===== src/rtl/warp_mask.sv =====
// warp_mask: lane predication register for one SIMD warp.
//
// Holds the active-lane mask, drives per-lane enables, and publishes summary
// status (population count, any/all, lowest active lane) for issue control.
//
// Ports:
//   clk          in   system clock, rising edge
//   rst          in   synchronous active-high reset (mask -> all ones)
//   mask_update  in   load strobe; mask_in captured at next rising edge
//   mask_in      in   [NUM_LANES] new mask, bit i = lane i enabled
//   mask_out     out  [NUM_LANES] registered mask
//   lane_enable  out  [NUM_LANES] per-lane enable (same as mask_out)
//   active_count out  [CNT_W] number of set mask bits
//   any_active   out  mask != 0
//   all_active   out  mask == all ones
//   first_lane   out  [IDX_W] index of lowest set bit, 0 when mask == 0

// One lane's predicate bit. Reset wins over load; with no load the bit holds,
// so mask_in (even if X) never reaches the flop unless mask_update is high.
module warp_mask_lane (
  input  logic clk,
  input  logic rst,
  input  logic mask_update,
  input  logic mask_in,
  output logic en
);
  logic en_d, en_q;

  always_comb begin
    en_d = en_q;
    if (rst)              en_d = 1'b1;
    else if (mask_update) en_d = mask_in;
  end

  always_ff @(posedge clk) en_q <= en_d;

  assign en = en_q;
endmodule

module warp_mask #(
  parameter int NUM_LANES = 8,
  localparam int CNT_W = $clog2(NUM_LANES + 1),
  localparam int IDX_W = (NUM_LANES > 1) ? $clog2(NUM_LANES) : 1
) (
  input  logic                 clk,
  input  logic                 rst,
  input  logic                 mask_update,
  input  logic [NUM_LANES-1:0] mask_in,
  output logic [NUM_LANES-1:0] mask_out,
  output logic [NUM_LANES-1:0] lane_enable,
  output logic [CNT_W-1:0]     active_count,
  output logic                 any_active,
  output logic                 all_active,
  output logic [IDX_W-1:0]     first_lane
);
  logic [NUM_LANES-1:0] mask_q;

  for (genvar l = 0; l < NUM_LANES; l++) begin : g_lane
    warp_mask_lane u_lane (
      .clk         (clk),
      .rst         (rst),
      .mask_update (mask_update),
      .mask_in     (mask_in[l]),
      .en          (mask_q[l])
    );
  end

  assign mask_out    = mask_q;
  assign lane_enable = mask_q;

  // Summary status is a pure function of the register, so it only changes
  // right after a clock edge.
  logic [CNT_W-1:0] cnt;
  logic [IDX_W-1:0] first;

  always_comb begin
    cnt = '0;
    for (int i = 0; i < NUM_LANES; i++)
      cnt = cnt + CNT_W'(mask_q[i]);
  end

  // Scan high to low so the lowest set index is the last one written.
  always_comb begin
    first = '0;
    for (int i = NUM_LANES - 1; i >= 0; i--)
      if (mask_q[i]) first = IDX_W'(i);
  end

  assign active_count = cnt;
  assign first_lane   = first;
  assign any_active   = |mask_q;
  assign all_active   = &mask_q;
endmodule


===== config.mk =====
export PLATFORM = sky130hd
export DESIGN_NAME = warp_mask
export DESIGN_NICKNAME = d
export VERILOG_FILES = /design/src/rtl/warp_mask.sv
export SDC_FILE = /design/constraint.sdc
export NUM_CORES = 1
export LEC_CHECK = 0
export CAP_MARGIN = 15
export CELL_PAD_IN_SITES_DETAIL_PLACEMENT = 0
export CELL_PAD_IN_SITES_GLOBAL_PLACEMENT = 1
export CORE_MARGIN = 3
export CORE_UTILIZATION = 27
export DETAILED_ROUTE_END_ITERATION = 10
export PLACE_DENSITY_LB_ADDON = 0.1
export SYNTH_ARGS = -nofsm -noshare
export SYNTH_HDL_FRONTEND = slang
export SYNTH_SLANG_ARGS = --single-unit

===== constraint.sdc =====
create_clock -name clk -period 4.9 [get_ports clk]
set_clock_uncertainty 0.1 [all_clocks]
set_input_delay 1.47 -clock clk [delete_from_list [all_inputs] [get_ports clk]]
set_output_delay 1.47 -clock clk [all_outputs]
set_load 0.01 [all_outputs]

==> impl_results.md, run 1 <==
- Outcome: complete, no violations
- Cells after Synth: 81
- Met2 usage in global routing: 0.169
- Final setup viols: 0
- Post-CTS Setup Bufs: 0
- Clock latency on the worst-skew pair: 0.25 ns
- Sequential area share after synthesis: 0.235
- Initial antenna violation count: 0
- DRT Wirelength: 1.44 mm
- Clock Path Buffers: 2
- Vias/cell: 4.39
- Crit Path Class: reg2out
- M1 GR Usage: 0.123
- Slew headroom: 0.672
- Worst hold path class: reg2reg
- Critical Path RT: 3.33 ns
- Detailed Routing Iterations Pass 1: 3
- Post-synth top area share: 0.235
- VDD IR max: 134 uV
- CTS tree: built
- Final Hold Fails: 0
- DP Wirelength: 1.26 mm
- Largest net degree at the start of global routing: 16
- Slew Limit Fails: 0
- Period utilization: 0.960
- Dpl ws: 0.170 ns
- GRT Util Overall: 0.104
- Area Overhead vs Synth: 42.8%
- Layout Nets: 126
- Overall power: between 0.2 and 0.3 mW
- Multiplexer share of the synthesized area: 0.0147
- CTS Buf Count: 3
- Largest family of logic cells by synthesized area: buffers and inverters
- Synth Area in Compound Gates: 0.129
- Number of I/O pins: 36
- Top Usage Layer GRT: met2
- Synth Area in Simple Gates: 0.121
- GRT met3 Usage: 0.0255
- Syn Std Cell Area: 681 sq um
- Area of the core: 0.00230 sq mm
- Antenna Cells: 0
- Final core utilization: 0.423
- Distinct cells, synth: 22
- Setup_tns: 0 ns
- FF/Latch Area: 160 sq um
- Multi-input combinational cell area: around 330 sq um
- DRC: 0
- DIE AREA: 0.00316 sq mm
- Routed Antenna Nets: 0
- Die height: 56.2 um
- Via count: 580
- Port bufs: 35
- Most frequent cells in the layout: clkdlybuf4s50_1 (33), inv_1 (14), o211ai_1 (8), nand2_1 (8), dfxtp_1 (8)
- CTS root buffer: clkbuf_4
- Nature of the critical path endpoint: output port
- Max reg flops: 8
- Yosys warns: 0
- CTS Hold Bufs: 0
- First-pass GRT wire length: 2.61 mm
- Layout cells sized above 1: 0.0769
- Die width: 56.2 um
- Top post-synthesis cells by area: dfxtp_1 (24%), buf_4 (19%), fa_1 (12%), ha_1 (9.2%), o211ai_1 (8.8%)
- Crit path DAT: 3.14 ns
- Post-Synth XOR/XNOR Area: 0.0129
- Row cnt: 17
- Worst setup margin: 0.194 ns
- 1st-iter DRT viols: 3
- Commonest non-fill, non-tap cell in the layout: clkdlybuf4s50_1
- Routed len/inst: 10.9 um
- Fillers: about 250
- Post-cts resize count: 2
- Syn Nets: 101
- CTS Sinks: 8
- Post-synth top area cell: dfxtp_1
- Initial Util: 0.296
- Synthesized flop and latch total: 8
- Placer Congestion: 0.750
- Syn Area/Cell: 8.40 sq um
- Setup crit start kind: register
- Period minus WS final: 4.71 ns
- Vias in the first global route: 588
- CP max FO: 4
- PD cells: 267 mW/mm^2
- H-tree Lvls: 1
- Adder-cell share of the synthesized area: 0.210
- Leakage: 0.438 nW
- Unrepaired setup endpoints after global routing: no
- Clock Pin Slew Worst Setup and Hold Paths: 0.05 ns
- Grt total ovfl: 0
- Worst Max-Slew Pin Slew: 0.491 ns
- FMAX: roughly 210 MHz
- Max cap viols: 0
-- routing by layer --
metal  vias up  share of wire
li1        298              -
met1       261           0.41
met2        19           0.51
met3         2          0.069
met4         0          0.015
met5         -              0
-- power breakdown --
| part | switching [mW] | total (mW) | internal [mW] |
|---|---|---|---|
| registers | 0.00465 | 0.0743 | 0.0697 |
| logic | 0.0619 | 0.136 | 0.0745 |
| clock network | 0.0206 | 0.0485 | 0.0279 |
| total | 0.0871 | 0.259 | 0.172 |
-- Yosys cell counts --
cell	instances
a211oi_1	1
a21oi_1	1
a221o_1	1
buf_4	17
clkbuf_2	1
dfxtp_1	8
fa_1	4
ha_1	5
inv_1	14
inv_2	1
mux2i_1	1
nand2_1	8
nand3_1	1
nand4_1	1
nor2_1	1
nor2b_1	1
nor3_1	2
nor4_1	2
nor4b_1	1
o211ai_1	8
o21ai_0	1
xnor2_1	1
-- cell type report --
type                    count  share of cell area
clock buffers               3              0.0232
inverters                  15              0.0579
multi-input cells          40               0.341
flip-flops and latches      8               0.165
well taps                  28              0.0360
repair buffers             38               0.377
-- through the flow --
step,std cells,cell area (sq um),hold slack (ns)
after global placement,129,956,0.420
after global routing,132,972,0.468
final,132,972,0.437
after detailed placement,129,956,0.433
after floorplan,81,681,0.446
after CTS,132,976,0.440
-- path summary, 6_finish.rpt --
kind | start | to | slack [ns] | cells past startpoint
worst max-delay path | g_lane[0].u_lane.en | active_count[1] | 0.19 | 10
worst min-delay path | g_lane[0].u_lane.en | g_lane[0].u_lane.en | 0.44 | 2
worst max register to register | g_lane[6].u_lane.en | g_lane[6].u_lane.en | 4.04 | 2
worst min register to register | g_lane[0].u_lane.en | g_lane[0].u_lane.en | 0.44 | 2
-- critical path: stages, from the launching register on --
cell and delay, ns:
dfxtp_1 0.34, inv_2 0.07, fa_1 0.55, fa_1 0.42
fa_1 0.50, inv_1 0.05, ha_1 0.18, inv_1 0.07
fa_1 0.40, inv_1 0.06, dlygate4sd2_1 0.26
-- cell families (layout without fill, tap and decap cells) --
| kind of cell | Yosys count | after routing |
|---|---|---|
| adder cells (fa/ha/maj) | 9 | 9 |
| AO/OA/AOI/OAI | 12 | 12 |
| multiplexers | 1 | 1 |
| buffers and inverters | 33 | 56 |
| flip-flops | 8 | 8 |
| AND/OR/NAND/NOR | 17 | 17 |
| XOR/XNOR | 1 | 1 |
Power figures use the tool's default switching activity.
==> inputs of run 2 (changes only) <==
Settings changed: CTS_CLUSTER_DIAMETER set to 30.
==> results of run 2 <==
No change in the layout: final DEF, timing and power equal those of run 1.
